### src/rtl/mmu_pkg.sv
`default_nettype none
// ============================================================================
// mmu_pkg : shared constants and types for the MMU job sequencer
// Rev 1.0
// ============================================================================
package mmu_pkg;

  localparam int MMU_DATA_W = 8;
  localparam int MMU_ACC_W  = 16;
  localparam int FEED_LEN   = 3;

  typedef enum logic [2:0] {
    IDLE  = 3'd0,
    CLEAR = 3'd1,
    FEED  = 3'd2,
    DRAIN = 3'd3,
    DONE  = 3'd4
  } state_e;

  typedef logic [1:0][1:0][MMU_DATA_W-1:0] tile_t;

endpackage
`default_nettype wire

### src/rtl/mmu_skew_feed.sv
`default_nettype none
// ============================================================================
// mmu_skew_feed : maps operand tiles and feed step t to skewed a_in/b_in lanes
// Rev 1.0
// ============================================================================
module mmu_skew_feed
  import mmu_pkg::*;
#(
  parameter int DATA_W = MMU_DATA_W
) (
  input  logic [1:0][1:0][DATA_W-1:0] a_tile,
  input  logic [1:0][1:0][DATA_W-1:0] b_tile,
  input  logic [1:0]                  t,
  output logic [1:0][DATA_W-1:0]      a_in,
  output logic [1:0][DATA_W-1:0]      b_in
);

  // Lane i reads index k = t - i; k >= 2 (including the wrap of t < i) is zero.
  for (genvar i = 0; i < 2; i++) begin : g_lane
    logic [1:0] k;
    assign k       = t - 2'(i);
    assign a_in[i] = k[1] ? '0 : a_tile[i][k[0]];
    assign b_in[i] = k[1] ? '0 : b_tile[k[0]][i];
  end

endmodule
`default_nettype wire

### src/rtl/mmu_seq_ctrl.sv
`default_nettype none
// ============================================================================
// mmu_seq_ctrl : job sequencer for the 2x2 systolic MMU (load, clear, feed, capture)
// Optional DRAIN watchdog enabled by defining MMU_SEQ_TIMEOUT_EN.
// Rev 1.0
// ============================================================================
module mmu_seq_ctrl
  import mmu_pkg::*;
#(
  parameter int DATA_W  = MMU_DATA_W,
  parameter int ACC_W   = MMU_ACC_W,
  parameter int TIMEOUT = 32
) (
  input  logic                clk,
  input  logic                rst,
  input  logic                ld_en,
  input  logic                ld_sel,
  input  logic                ld_row,
  input  logic                ld_col,
  input  logic [DATA_W-1:0]   ld_data,
  input  logic                start,
  output logic                busy,
  output logic                done,
  output logic                err,
  output logic [4*ACC_W-1:0]  res_c,
  output logic                mmu_rst,
  output logic [2*DATA_W-1:0] mmu_a,
  output logic [2*DATA_W-1:0] mmu_b,
  output logic                mmu_valid_in,
  input  logic                mmu_valid_out,
  input  logic [4*ACC_W-1:0]  mmu_c
);

  if (TIMEOUT < 1) begin : g_timeout_check
    $error("mmu_seq_ctrl: TIMEOUT must be at least 1");
  end

  state_e                      state_q, state_d;
  logic [1:0][1:0][DATA_W-1:0] a_tile_q, a_tile_d;
  logic [1:0][1:0][DATA_W-1:0] b_tile_q, b_tile_d;
  logic [1:0]                  t_q, t_d;
  logic [1:0]                  beat_q, beat_d;
  logic [4*ACC_W-1:0]          res_c_q, res_c_d;
  logic                        mmu_rst_q, mmu_rst_d;
  logic                        mmu_valid_in_q, mmu_valid_in_d;
  logic [2*DATA_W-1:0]         mmu_a_q, mmu_a_d;
  logic [2*DATA_W-1:0]         mmu_b_q, mmu_b_d;
  logic [1:0][DATA_W-1:0]      skew_a, skew_b;
  logic                        third_beat;
  logic                        timeout_hit;

  // Skew is looked up for the next cycle's step so the feed leaves a flop.
  mmu_skew_feed #(.DATA_W(DATA_W)) u_skew (
    .a_tile (a_tile_q),
    .b_tile (b_tile_q),
    .t      (t_d),
    .a_in   (skew_a),
    .b_in   (skew_b)
  );

  always_comb begin
    state_d    = state_q;
    a_tile_d   = a_tile_q;
    b_tile_d   = b_tile_q;
    t_d        = '0;
    beat_d     = beat_q;
    res_c_d    = res_c_q;
    third_beat = mmu_valid_out && (beat_q == 2'd2);

    if ((state_q == FEED || state_q == DRAIN) && mmu_valid_out && beat_q != 2'd3)
      beat_d = beat_q + 2'd1;

    case (state_q)
      IDLE: begin
        if (start)
          state_d = CLEAR;
        else if (ld_en) begin
          if (ld_sel) b_tile_d[ld_row][ld_col] = ld_data;
          else        a_tile_d[ld_row][ld_col] = ld_data;
        end
      end
      CLEAR: begin
        beat_d  = '0;
        state_d = FEED;
      end
      FEED: begin
        t_d = t_q + 2'd1;
        if (third_beat) begin
          res_c_d = mmu_c;
          state_d = DONE;
        end else if (t_q == 2'(FEED_LEN - 1))
          state_d = DRAIN;
      end
      DRAIN: begin
        if (third_beat) begin
          res_c_d = mmu_c;
          state_d = DONE;
        end else if (timeout_hit)
          state_d = DONE;
      end
      DONE:    state_d = IDLE;
      default: state_d = IDLE;
    endcase

    mmu_rst_d      = (state_d == CLEAR);
    mmu_valid_in_d = (state_d == FEED);
    mmu_a_d        = mmu_valid_in_d ? skew_a : '0;
    mmu_b_d        = mmu_valid_in_d ? skew_b : '0;
  end

  always_ff @(posedge clk or posedge rst) begin
    if (rst) begin
      state_q        <= IDLE;
      a_tile_q       <= '0;
      b_tile_q       <= '0;
      t_q            <= '0;
      beat_q         <= '0;
      res_c_q        <= '0;
      mmu_rst_q      <= 1'b0;
      mmu_valid_in_q <= 1'b0;
      mmu_a_q        <= '0;
      mmu_b_q        <= '0;
    end else begin
      state_q        <= state_d;
      a_tile_q       <= a_tile_d;
      b_tile_q       <= b_tile_d;
      t_q            <= t_d;
      beat_q         <= beat_d;
      res_c_q        <= res_c_d;
      mmu_rst_q      <= mmu_rst_d;
      mmu_valid_in_q <= mmu_valid_in_d;
      mmu_a_q        <= mmu_a_d;
      mmu_b_q        <= mmu_b_d;
    end
  end

`ifdef MMU_SEQ_TIMEOUT_EN
  localparam int WD_W = $clog2(TIMEOUT + 1);

  logic [WD_W-1:0] wd_q, wd_d;
  logic            err_q, err_d;

  always_comb begin
    wd_d = '0;
    if (state_q == DRAIN) wd_d = wd_q + WD_W'(1);
  end

  // A real third beat on the last watchdog cycle wins over the timeout.
  assign timeout_hit = (wd_q == WD_W'(TIMEOUT - 1));
  assign err_d       = (state_q == DRAIN) && timeout_hit && !third_beat;

  always_ff @(posedge clk or posedge rst) begin
    if (rst) begin
      wd_q  <= '0;
      err_q <= 1'b0;
    end else begin
      wd_q  <= wd_d;
      err_q <= err_d;
    end
  end

  assign err = err_q;
`else
  assign timeout_hit = 1'b0;
  assign err         = 1'b0;
`endif

  assign busy         = (state_q != IDLE);
  assign done         = (state_q == DONE);
  assign res_c        = res_c_q;
  assign mmu_rst      = mmu_rst_q;
  assign mmu_a        = mmu_a_q;
  assign mmu_b        = mmu_b_q;
  assign mmu_valid_in = mmu_valid_in_q;

endmodule
`default_nettype wire

### config.mk
export PLATFORM = sky130hd
export DESIGN_NAME = mmu_seq_ctrl
export DESIGN_NICKNAME = d
export VERILOG_FILES = /design/src/rtl/mmu_pkg.sv /design/src/rtl/mmu_skew_feed.sv /design/src/rtl/mmu_seq_ctrl.sv
export SDC_FILE = /design/constraint.sdc
export NUM_CORES = 1
export LEC_CHECK = 0
export BUFFER_PORTS_ARGS = -buffer_cell sky130_fd_sc_hd__buf_2
export CORE_ASPECT_RATIO = 0.6
export CORE_MARGIN = 2
export CORE_UTILIZATION = 45
export CTS_CLUSTER_SIZE = 20
export DETAILED_ROUTE_END_ITERATION = 10
export HOLD_SLACK_MARGIN = 0.06
export PLACE_DENSITY = 0.74
export RECOVER_POWER = 25
export SYNTH_ARGS = -nofsm -noshare
export SYNTH_HDL_FRONTEND = slang
export SYNTH_SLANG_ARGS = --single-unit
### constraint.sdc
create_clock -name clk -period 11.95 [get_ports clk]
set_input_delay 0.5975 -clock clk [delete_from_list [all_inputs] [get_ports clk]]
set_output_delay 0.5975 -clock clk [all_outputs]
set_load 0.01 [all_outputs]
Yosys cells after proc, flatten, opt, wreduce, memory -nomap -nowiden:

Index checks and enable logic that the tools add are counted.

* add/sub/neg operators: 3
* multiply operators: 0
* divide/modulo/power cells: 0
* order comparisons: 6
* equal/unequal tests: 9
* shift-type cells: 0
* muxes and demuxes: 28
* bitwise gates (word level): 2
* reductions and logical operators: 13

Operators with widths (number)
* two-way mux 8 bit: 11
* two-way mux 16 bit: 5
* bitwise mux 32 bit: 2
* demux 16 bit (select 1 bit): 1
* two-way mux 3 bit: 4
* case mux 3 bit (4 select lines): 1
* equality test 3 x 2 -> 1 bit, second input constant: 3
* demux 8 bit (select 1 bit): 1
* less-than comparator 1 x 2 -> 1 bit, second input constant: 4
* AND reduction 4 bit: 2
* equality test 3 x 1 -> 1 bit, second input constant: 2
* two-way mux 2 bit: 3
* logical AND 1 bit: 5
* adder 2 x 1 -> 2 bit, second input constant: 2
* equality test 2 bit, second input constant: 2
* equality test 3 bit, second input constant: 1
* zero test 3 bit: 1
* nonzero test 3 bit: 1
* greater-or-equal comparator 1 bit, second input constant: 2
* != test 2 bit, second input constant: 1
* NOT 1 bit: 2
* AND reduction 2 bit: 1
* nonzero test 2 bit: 1
* OR reduction 2 bit: 1
* other kinds (2): 2

* bits in registers: 169
* bits in latches: 0
* memory bits (writable): 0
* ROM bits: 0
* input port bits: 80
* output and inout bits: 101
* word-level logic and storage cells: 77
* memories kept: 0

Logic depth before layout (Yosys ltp):

* depth in word-level cells: 7
* depth in mapped cells: 6
* depth with buffers taken out: 5

Cells and area by module:

A second synthesis with hierarchy kept.

* cell total of the unflattened synthesis: 487
* area total of the unflattened synthesis: 6896.6 um^2

By module, submodules not included
* mmu_seq_ctrl: instances 1, cells each 429, area each 6441.2 um^2, sequential area each 4229.1 um^2
* mmu_skew_feed: instances 1, cells each 58, area each 455.4 um^2, sequential area each 0.0 um^2

Worst setup path before layout:

No wires, ideal clock.

* kind: input to register
* start: input start
* end: register b_tile_q[10] in the netlist's numbering
* library setup time: 125 ps
* arrival time: 1949 ps
* required time: 11825 ps
* slack: 9876 ps
* cell stages on the path: 4
* path buffers: 1
* cell sequence: or4_1 > buf_2 > nor4b_4 > mux2_2

* longest elaborated chain between the ends: 2

RTL lines
* start, declared: RTL line mmu_seq_ctrl.sv:21 `input logic start,`
* NOT 1 bit (no line)
* AND reduction 4 bit (no line)
* end signal, assigned: RTL line mmu_seq_ctrl.sv:126 `b_tile_q <= b_tile_d;`
* end, declared: RTL line mmu_seq_ctrl.sv:40 `logic [1:0][1:0][DATA_W-1:0] b_tile_q, b_tile_d;`

Every way passes these cells.
A chain may end at the register's enable or synchronous reset.

==> qor.yml <==
syn_inst: 439
skew_ps: 10.2
first_global_vias: 4554
synth_fp_nets: 522
ant_nets: 0
holdCritPathClass: "in2reg"
p_total_w: 0.00217
insertion_delay_ps: 420
grt_pass1_wl_mm: 24.2
violations: "capacitance limit, slew limit"
grtUsageTotal_pct: 19.8
postCtsHoldBufs: 0
post_cts_buffers: 0
synthArstFlopShare_pct: 100
place_congestion: 0.744
setup_viol: 0
fin_tns_setup_ps: 0
cts-root-buf: "clkbuf_16"
crit_required_ps: 12340
worst_pin_slew_ps: 3770
yosys_most_used_dff: "dfrtp_1"
crit_path_start_kind: "input pin"
worst-path-max-fanout: 90
antenna_found_initial: 0
drtIter0Drc: 177
reg2reg_depth: 4
endpoint_kind: "asynchronous set/reset pin"
post_synth.cell_area_avg_um2: 15.3
status: "finished, violations left"
slew_viol_final: 91
grt_max_degree: 91
whs_path_depth: 2
stdcell_count: 827
crit_chain: "clkbuf_1 -> clkinvlp_2 -> buf_4"
drtPass1Iterations: 4
numCtsBuffers: 17
numPortBuffers: 179
synth-edff-count: 0
ys_ff_latch: 169
final_common_cell: "dfrtp_1"
slowest_delay_ps: 2110
cts_resized: 0
start_util_pct: 46.2
finalCritPeriodShare_pct: 29.5
die_h_um: 98.7
clock_path_buffers: 2
ios: 181
design.core.area_um2: 14500
htree_levels: 4
num_rows: 34
p_leak_nw: 4.14
n_antenna_cell: 0
drive_gt1_share_pct: 53.9
post-route-min-period_ps: 3530
relSlewSlack_pct: -153
p_per_area_nw_per_um2: 260
vias: 4303
slowest_stage: "clkinvlp_2"
wl_per_cell_um: 18.1
finalHoldViolations: 0
worstSetupPathType: "in2async"
fmax_ghz: 0.284
layout_common_cells: "dfrtp_1 (169), buf_2 (163), mux2_2 (128)"
fp.dieW_um: 162
die-area_um2: 16000
yosysWarnings: 0
nets: 699
arrival_ps: 3920
grt_setup_unrepaired: "no"
cap_violations: 1
ir_worst_vdd_mv: 0.104
cts_tree: "yes"
synth.distinct_cells: 39
vias_per_cell: 5.20
syn_to_final_growth_pct: 24.1
dp_cells: 795
synth_area_um2: 6720
ys_seq_area_share_pct: 62.9
clock_sinks: 169
dpl.hpwl_mm: 10.5
fillers: 1197
drc: 0
wl_mm: 15.0
path_clk_slew_ps: 70
grt.overflow.total: 0
[worst max-delay path, delay by kind of cell]
family	cells	cell delay [ps]
buf+inv	3	3220
[power by group]
part / internal, W / total, W / leakage (nW) / switching [W]
clock network: 0.000290 / 0.000522 / 0.265 / 0.000232
registers: 0.000799 / 0.000919 / 2.18 / 0.000120
logic: 0.000349 / 0.000724 / 1.70 / 0.000376
[worst paths after layout]
check,from,endpoint,slack [ps]
setup / recovery,rst,state_q[0],8420
hold / removal,mmu_c[7],res_c[7],410
setup reg to reg,state_q[2],b_tile_q[24],9150
hold reg to reg,res_c[25],res_c[25],500
max in group clk,state_q[2],b_tile_q[24],9150
min in group asynchronous,rst,res_c[16],1290
[Yosys cell counts, types with 2 or more instances]
library cell	n	share of area (%)
nand2_1	4	0.22
clkbuf_1	17	0.95
ha_1	3	0.56
nor2b_1	2	0.19
inv_1	7	0.39
buf_4	4	0.45
mux2_2	128	21
nor4_1	33	3.1
dfrtp_1	169	63
a21oi_1	2	0.15
mux2i_1	33	4.9
nand4_2	2	0.37
buf_2	2	0.15
nor2_1	7	0.39
nor4b_1	2	0.26
[metrics by stage]
stage          worst slack [ps]  area (µm²)  util, %  hold WS, ps
3_5_place_dp               9170        7800     53.6          487
2_1_floorplan              6780        6720        -          479
5_1_grt                    7660        8340     57.3          387
3_3_place_gp               9240        7800     53.6          481
6_report                   8420        8340     57.3          406
4_1_cts                    9150        8360     57.5          358
[layout make-up]
type                            instances  area (µm²)  share of cell area, %
Clock inverter                         15         138                   1.65
Tap cell                              198         248                   2.97
Clock buffer                           17         425                   5.10
Sequential cell                       169        4230                   50.7
Inverter                                7        27.5                  0.330
Multi-Input combinational cell        238        2360                   28.3
Timing Repair Buffer                  183         906                   10.9
[cells by family after synthesis]
group	synth area share, %
fa+ha+maj	0.559
other cells	0.0558
simple gates	6.85
xor+xnor	0.261
mux	26.4
compound gates	0.801
flops	62.9
buf+inv	2.16
[sequential cells by signal, summed over array words and instances (netlist names)]
name          count
a_tile_q         32
b_tile_q         32
beat_q            2
mmu_a            16
mmu_b            16
mmu_rst           1
mmu_valid_in      1
res_c            64
state_q           3
t_q               2
[per-layer routing]
| metal | global-route usage (%) | part of all wire [%] | vias to the layer above |
|---|---|---|---|
| met5 | 0 | 0 | - |
| met4 | 6.40 | 0.81 | 0 |
| met3 | 4.17 | 4.3 | 10 |
| met2 | 31.2 | 48 | 94 |
| met1 | 27.8 | 47 | 2242 |
| li1 | - | - | 1957 |
Note: power is estimated with default switching activity, not from simulation.
